$ cat src/rtl/mips_pkg.sv
// Shared opcode, ALU-op and register constants for the MIPS decode stage.
// Also holds the packed control bundle that the decoder hands to ID/EX.
package mips_pkg;

  localparam logic [5:0] OP_RTYPE = 6'h00;
  localparam logic [5:0] OP_LW    = 6'h23;
  localparam logic [5:0] OP_SW    = 6'h2B;
  localparam logic [5:0] OP_BEQ   = 6'h04;
  localparam logic [5:0] OP_ADDI  = 6'h08;

  localparam logic [1:0] ALU_OP_ADD   = 2'b00;
  localparam logic [1:0] ALU_OP_SUB   = 2'b01;
  localparam logic [1:0] ALU_OP_FUNCT = 2'b10;

  localparam logic [4:0] REG_ZERO = 5'd0;

  typedef struct packed {
    logic       reg_dst;
    logic       alu_src;
    logic       mem_to_reg;
    logic       reg_write;
    logic       mem_read;
    logic       mem_write;
    logic       branch;
    logic [1:0] alu_op;
  } ctrl_t;

endpackage

$ cat src/rtl/id_stage_reg_file.sv
// 2-read / 1-write register file with synchronous clear and write-through bypass.
// $0 is hard-wired to zero on both read ports.
module reg_file
  import mips_pkg::*;
#(
  parameter int NUM_REGS = 32
) (
  input  logic        clk,
  input  logic        reset,
  input  logic [4:0]  raddr1,
  input  logic [4:0]  raddr2,
  input  logic        we,
  input  logic [4:0]  waddr,
  input  logic [31:0] wdata,
  output logic [31:0] rdata1,
  output logic [31:0] rdata2
);

  logic [31:0] r_regs [NUM_REGS];
  logic        w_wr_en;

  assign w_wr_en = we && (waddr != REG_ZERO);

  always_ff @(posedge clk) begin
    if (reset) begin
      for (int i = 0; i < NUM_REGS; i++) begin
        r_regs[i] <= '0;
      end
    end else if (w_wr_en) begin
      r_regs[waddr] <= wdata;
    end
  end

  // A same-cycle write to the read index is forwarded so WB->ID needs no extra hazard cycle.
  assign rdata1 = (raddr1 == REG_ZERO)               ? 32'd0 :
                  (w_wr_en && (waddr == raddr1))      ? wdata : r_regs[raddr1];
  assign rdata2 = (raddr2 == REG_ZERO)               ? 32'd0 :
                  (w_wr_en && (waddr == raddr2))      ? wdata : r_regs[raddr2];

endmodule

$ cat src/rtl/id_stage.sv
// MIPS instruction-decode stage: IF/ID register, register file, control decode,
// sign extension and load-use hazard detection feeding the ID/EX register.
module id_stage
  import mips_pkg::*;
#(
  parameter int          NUM_REGS = 32,
  parameter logic [31:0] RESET_PC = 32'h0000_0000
) (
  input  logic        clk,
  input  logic        reset,
  input  logic [31:0] if_pc_in,
  input  logic [31:0] if_instr_in,
  input  logic        flush,
  input  logic        wb_reg_write,
  input  logic [4:0]  wb_write_reg,
  input  logic [31:0] wb_write_data,
  input  logic        ex_mem_read,
  input  logic [4:0]  ex_rt,
  output logic        pc_write,
  output logic        stall,
  output logic [31:0] pc_out,
  output logic [31:0] read_data1,
  output logic [31:0] read_data2,
  output logic [31:0] sign_ext,
  output logic [4:0]  rs,
  output logic [4:0]  rt,
  output logic [4:0]  rd,
  output logic        reg_dst,
  output logic        alu_src,
  output logic        mem_to_reg,
  output logic        reg_write,
  output logic        mem_read,
  output logic        mem_write,
  output logic        branch,
  output logic [1:0]  alu_op
);

  logic [31:0] r_pc;
  logic [31:0] r_instr;
  logic        r_valid;

  logic [5:0]  w_opcode;
  ctrl_t       w_ctrl;
  ctrl_t       w_ctrl_out;
  logic        w_uses_rt;
  logic        w_stall;

  // Flush outranks stall so a squashed slot never stays frozen.
  always_ff @(posedge clk) begin
    if (reset) begin
      r_pc    <= RESET_PC;
      r_instr <= '0;
      r_valid <= 1'b0;
    end else if (flush) begin
      r_instr <= '0;
      r_valid <= 1'b0;
    end else if (!w_stall) begin
      r_pc    <= if_pc_in;
      r_instr <= if_instr_in;
      r_valid <= 1'b1;
    end
  end

  assign w_opcode = r_instr[31:26];
  assign rs       = r_instr[25:21];
  assign rt       = r_instr[20:16];
  assign rd       = r_instr[15:11];
  assign sign_ext = {{16{r_instr[15]}}, r_instr[15:0]};
  assign pc_out   = r_pc;

  reg_file #(
    .NUM_REGS (NUM_REGS)
  ) u_reg_file (
    .clk    (clk),
    .reset  (reset),
    .raddr1 (rs),
    .raddr2 (rt),
    .we     (wb_reg_write),
    .waddr  (wb_write_reg),
    .wdata  (wb_write_data),
    .rdata1 (read_data1),
    .rdata2 (read_data2)
  );

  always_comb begin
    w_ctrl    = '0;
    w_uses_rt = 1'b0;
    case (w_opcode)
      OP_RTYPE: begin
        w_ctrl.reg_dst   = 1'b1;
        w_ctrl.reg_write = 1'b1;
        w_ctrl.alu_op    = ALU_OP_FUNCT;
        w_uses_rt        = 1'b1;
      end
      OP_LW: begin
        w_ctrl.alu_src    = 1'b1;
        w_ctrl.mem_to_reg = 1'b1;
        w_ctrl.reg_write  = 1'b1;
        w_ctrl.mem_read   = 1'b1;
        w_ctrl.alu_op     = ALU_OP_ADD;
      end
      OP_SW: begin
        w_ctrl.alu_src   = 1'b1;
        w_ctrl.mem_write = 1'b1;
        w_ctrl.alu_op    = ALU_OP_ADD;
        w_uses_rt        = 1'b1;
      end
      OP_BEQ: begin
        w_ctrl.branch = 1'b1;
        w_ctrl.alu_op = ALU_OP_SUB;
        w_uses_rt     = 1'b1;
      end
      OP_ADDI: begin
        w_ctrl.alu_src   = 1'b1;
        w_ctrl.reg_write = 1'b1;
        w_ctrl.alu_op    = ALU_OP_ADD;
      end
      default: ;
    endcase
  end

  // rt only matters as a source for R-type, sw and beq; lw/addi overwrite it.
  assign w_stall = r_valid && ex_mem_read && (ex_rt != REG_ZERO) &&
                   ((ex_rt == rs) || ((ex_rt == rt) && w_uses_rt));

  assign w_ctrl_out = (w_stall || !r_valid) ? '0 : w_ctrl;

  assign stall      = w_stall;
  assign pc_write   = ~w_stall;
  assign reg_dst    = w_ctrl_out.reg_dst;
  assign alu_src    = w_ctrl_out.alu_src;
  assign mem_to_reg = w_ctrl_out.mem_to_reg;
  assign reg_write  = w_ctrl_out.reg_write;
  assign mem_read   = w_ctrl_out.mem_read;
  assign mem_write  = w_ctrl_out.mem_write;
  assign branch     = w_ctrl_out.branch;
  assign alu_op     = w_ctrl_out.alu_op;

endmodule

$ cat config.mk
export PLATFORM = sky130hd
export DESIGN_NAME = id_stage
export DESIGN_NICKNAME = d
export VERILOG_FILES = /design/src/rtl/mips_pkg.sv /design/src/rtl/id_stage_reg_file.sv /design/src/rtl/id_stage.sv
export SDC_FILE = /design/constraint.sdc
export NUM_CORES = 2
export LEC_CHECK = 0
export ABC_CLOCK_PERIOD_IN_PS = 2470
export CAP_MARGIN = 40
export CORE_AREA = 5 5 489 491
export DETAILED_ROUTE_END_ITERATION = 8
export DIE_AREA = 0 0 494 496
export SKIP_LAST_GASP = 1
export SYNTH_ARGS = -nofsm -noshare
export SYNTH_HDL_FRONTEND = slang
export SYNTH_SLANG_ARGS = --single-unit
$ cat constraint.sdc
create_clock -name clk -period 2.47 [get_ports clk]
set_clock_uncertainty 0.05 [all_clocks]
set_input_delay 0.247 -clock clk [delete_from_list [all_inputs] [get_ports clk]]
set_output_delay 0.247 -clock clk [all_outputs]
set_load 0.02 [all_outputs]
# Word level (Yosys, flattened, before mapping)
# Memories as Yosys holds them, arrays and structs flattened. A register that Yosys moved wholly into a read port is not among the register bits.
# Index checks and enable logic that the tools add are counted.
# W data, S select, Z words.
[totals] regBits=65 ram_bits=1024 input_bits=111 memories=1
[mem_list] name="u_reg_file.r_regs" depth=32 word_bits=32 read_ports=2 rd_ports_with_merged_regs=2 wr=32 line_no="id_stage_reg_file.sv:19" rtl="logic [31:0] r_regs [NUM_REGS];"
[op_classes] eq_ne=8 n_mux=25 bitwise_logic=2 n_reduce_logical=21
[ops] operator="$mux W32" count=5
[ops] operator="$reduce_or A32 Y1" count=1
[ops] operator="$mux W5" count=5
[ops] operator="$eq A5 B5 Y1" count=4
[ops] operator="$mux W1" count=13
[ops] operator="$eq A6 B6 Y1 const B" count=2
[ops] operator="$logic_not A5 Y1" count=2
[ops] operator="$reduce_bool A5 Y1" count=2
[ops] operator="$mux W9" count=1
[ops] operator="$reduce_or A3 Y1" count=3
[ops] operator="$logic_and A1 B1 Y1" count=7
[ops] operator="$eq A6 B3 Y1 const B" count=1
[ops] operator="$eq A6 B4 Y1 const B" count=1
[ops] operator="$logic_not A6 Y1" count=1
[ops] operator="$pmux W2 S2" count=1
[ops] operator="$logic_or A1 B1 Y1" count=2
[ops] operator="$not A1 Y1" count=2
[ops] operator="$reduce_and A2 Y1" count=1
[ops] operator="$reduce_or A2 Y1" count=1
[ops] operator="$logic_not A1 Y1" count=1

# Depth between registers and ports, before layout
[logic_depth] depth_word=8 ltp_mapped=9 mapped_depth_nobuf=6

# Hierarchy
# A second synthesis with hierarchy kept.
[hier_totals] cells_unflattened=4297 hier_area_um2=58939.0
[by_module_without_submodules] mod="reg_file" n_inst=1 cells_each=3918 area_per_inst_um2=55723.4 seq_area_each_um2=30749.5
[by_module_without_submodules] mod="id_stage" n_inst=1 cells_each=379 area_per_inst_um2=3215.6 seq_area_each_um2=1301.2

# Least setup slack after synthesis
# Ideal clock, no wire load.
[synth_path] kind="input port to output port" from="input ex_rt[1]" to="output mem_to_reg" arrival_time_ps=2448 required_ps=2173 slack_ps=-275 stages=8 cell_sequence="or4_1 > o211ai_2 > and4b_4 > buf_6 > nor2_4 > inv_4 > nor4b_2 > buf_4"
[synth_via] elab_chain_len=6 word_cells_on_any_way=9 cone_classes="eq/ne: 2; mux: 1; reduce/logical: 6"
[synth_rtl] item="start, declared" line_no="id_stage.sv:18" rtl="input logic [4:0] ex_rt,"
[synth_rtl] item="$eq A5 B5 Y1" line_no="id_stage.sv:124" rtl="((ex_rt == rs) || ((ex_rt == rt) && w_uses_rt));"
[synth_rtl] item="$logic_and A1 B1 Y1" line_no="id_stage.sv:124"
[synth_rtl] item="$logic_or A1 B1 Y1" line_no="id_stage.sv:124"
[synth_rtl] item="$logic_and A1 B1 Y1 (*)" line_no="id_stage.sv:123" rtl="assign w_stall = r_valid && ex_mem_read && (ex_rt != REG_ZERO) &&"
[synth_rtl] item="via stall" line_no="id_stage.sv:20" rtl="output logic stall,"
[synth_rtl] item="$logic_or A1 B1 Y1 (*)" line_no="id_stage.sv:126" rtl="assign w_ctrl_out = (w_stall || !r_valid) ? '0 : w_ctrl;"
[synth_rtl] item="$mux W9 (*)" line_no="id_stage.sv:126"
[synth_rtl] item="end, declared" line_no="id_stage.sv:30" rtl="output logic mem_to_reg,"
# Mark *: on every way through the listed nets, which the timed path passes. The rest lies on a longest branch.

==> flow_summary.toml <==
[critical_path]
end_kind = "primary output"
path_class = "reg -> out"
required_ns = 2.17
worstPathArrival_ns = 3.20
critPathMaxFanout = 8
cp-start-kind = "flop"

[sta]
rsz0062_at_grt = "yes"
tightest_slew_ns = 0.8021
hold_viol = 1
final.period_utilization_pct = 141.6
drv_slew = 0
final-setup-viol-count = 75
max_slew_margin_pct = 46.53
finalCriticalPeriod_ns = 3.497
holdWs_ns = -0.004665
layout_setup_ws_ns = -1.027
fin_setup_tns_ns = -61.75
max_freq_mhz = 286.0

[layout]
num-nets-final = 5012
instances_no_fill = 8149
synthToLayoutAreaGrowth_pct = 35.70
layout-drive-gt1-share_pct = 38.10

[placement]
hpwl_um = 157500
port_buffers = 264
placed_cells = 7730
globalplace.congestion = 0.8796

[die]
rows = 178
die_y_um = 496
dieArea_mm2 = 0.2450
start_util_pct = 24.84
core-area_mm2 = 0.2343
die_w_um = 494
ioPinCount = 265

[clock_tree]
cts_made_buffers = 113
cts_tree = "done"
cts-root-buf = "clkbuf_16"
htreeDepth = 3
clock_latency_ns = 0.74
clk_pin_slew_worst_paths_ns = 0.06
cts_buffer_depth = 3
cts.sinks = 1099

[routing]
vias_per_cell = 5.243
routedWlPerCell_um = 28.62
dr_wl_met3_um = 28850
drc_errors = 0
wl_met1_um = 89600
routed-via-count = 42720
met2_length_um = 103100
drt-initial-drc-count = 5721
ant_nets = 0
drt_wl_total_um = 233200
routed.top_layer = "met5"
dr.pass1.iters = 5

[yosys]
async_flop_share_pct = 0
synth_commonest_cells = "1024 x edfxtp_1, 993 x and2_1, 446 x mux4_2"
ys_warn_count = 0
yosysTopAreaCellShare_pct = 52.83
ys_top_cells_by_area = "edfxtp_1 53%, mux4_2 17%, and2_1 11%"
synthFlopType = "edfxtp_1"
synth-seq-cells = 1099
synth_area_leader_cell = "edfxtp_1"
synthesis.area_mm2 = 0.05821
synth_cells = 4069
synth-edff-count = 1024
synth.most_common_cell = "edfxtp_1"
yosysSeqAreaShare_pct = 55.41
yosysUniqueCellTypes = 55
avgSynthCellArea_um2 = 14.31

[power_and_ir_drop]
p_leak_nw = 27.24
ir_worst_vdd_v = 0.0006111
pwr_density_cell_mw_per_mm2 = 597.8

[global_route]
grt_pass1_vias = 42960
grt_max_degree = 97
gr-total-overflow = 0
antenna_found_initial = 22
grt_pass1_wl_um = 324200
gr-usage-all-layers_pct = 18.33

[flow_run]
cap_violations = 0

[status]
status = "complete, but fails checks"
violations = "hold timing, setup timing"

[hold_path]
worstHoldPathType = "in -> reg"
[metrics by stage]
| stage | utilization, % | worst slack [ns] | power [mW] | instance area, um2 |
|---|---|---|---|---|
| 3_5_place_dp | 30.09 | -0.9349 | 29.06 | 70510 |
| 6_report | 33.71 | -1.027 | 47.22 | 78990 |
| 4_1_cts | 32.95 | -1.047 | 47.01 | 77190 |
| 5_1_grt | 33.71 | -1.084 | 48.52 | 78980 |
| 3_3_place_gp | 30.09 | -0.9431 | 28.97 | 70510 |
| 2_1_floorplan | - | -0.07821 | 25.26 | 58330 |
[cell type report]
class | count | area [um2]
antenna | 4 | 10.01
clock buffer | 135 | 2973
clock inverter | 74 | 679.4
fill | 22570 | 155300
inverter | 4 | 17.52
multi-input combinational | 2512 | 25900
sequential | 1099 | 32290
tap | 3150 | 3941
timing repair buffer | 1171 | 13180
[routing by layer]
| metal | global-route usage [%] | up-vias |
|---|---|---|
| met2 | 28.00 | 2941 |
| met3 | 5.345 | 508 |
| met4 | 7.804 | 8 |
| met1 | 24.33 | 22030 |
| met5 | 0 | - |
| li1 | - | 17240 |
[where the power goes]
group / internal (mW) / switching [mW]
clock network: 9.63 / 7.85
registers: 21.3 / 0.593
logic: 3.78 / 4.03
total: 34.7 / 12.5
[logic make-up (layout without fill, tap and decap cells)]
logic type,after synthesis,in the layout,share of synthesized area (%)
other,1,36,0.006443
buffers and inverters,489,1384,3.760
and+or+nand+nor,1288,1288,13.50
DFF,1099,1099,55.41
AOI/OAI and AO/OA,499,499,5.808
muxes,673,673,21.22
xor gates and xnor gates,20,20,0.3009
[sequential cells by signal, indices dropped and copies added (netlist names), named ones only]
register and cells:
u_reg_file.r_regs 1024, pc_out 32, r_instr 32, r_valid 1
[worst max-delay path, stage by stage (launching register included)]
cell and delay, ns:
dfxtp_4 0.34, buf_12 0.15, buf_4 0.15, buf_12 0.14, buf_4 0.13, buf_8 0.13, mux2i_1 0.11, a22oi_1 0.24
o22ai_1 0.13, buf_4 0.17, nor3_2 0.37, a211o_1 0.21, buf_12 0.13
[layout by cell type, fill, tap and decap left out, drive strengths merged, types with 10 or more instances in the layout]
cell / count
dlygate4sd3: 37
or2: 34
bufinv: 10
mux2i: 199
clkinv: 49
nand3: 38
clkinvlp: 10
and2: 993
o22ai: 98
o221ai: 30
buf: 935
nor2: 45
a211oi: 74
nand4: 32
conb: 32
mux2: 28
clkdlybuf4s50: 187
clkbuf: 145
o21ai: 95
xnor2: 13
mux4: 446
a221oi: 22
a21oi: 73
a22oi: 32
a211o: 54
dfxtp: 75
nor3: 36
nand2: 37
nor2b: 38
a22o: 12
edfxtp: 1024
[final timing paths]
| kind | from | endpoint | slack, ns | cells past startpoint |
|---|---|---|---|---|
| setup reg to reg | r_instr[17] | flop | 0.04 | 9 |
| hold reg to reg | pc_out[12] | pc_out[12] | 0.42 | 2 |
| hold / removal | reset | pc_out[20] | -0.005 | 3 |
| setup / recovery | flop | read_data1[15] | -1.03 | 12 |
[repair_timing]
| item | 4_1_cts | 5_1_grt |
|---|---|---|
| buffers inserted | 89 | 84 |
| pin swaps | 115 | 115 |
| setup endpoints to repair | 107 | 103 |
| gates resized for setup | 382 | 215 |
| hold buffers | 37 | 0 |
| cloned | 15 | 10 |
| endpoints found under the hold margin | 37 | 0 |
No activity file was read; power rests on OpenSTA's default activity.
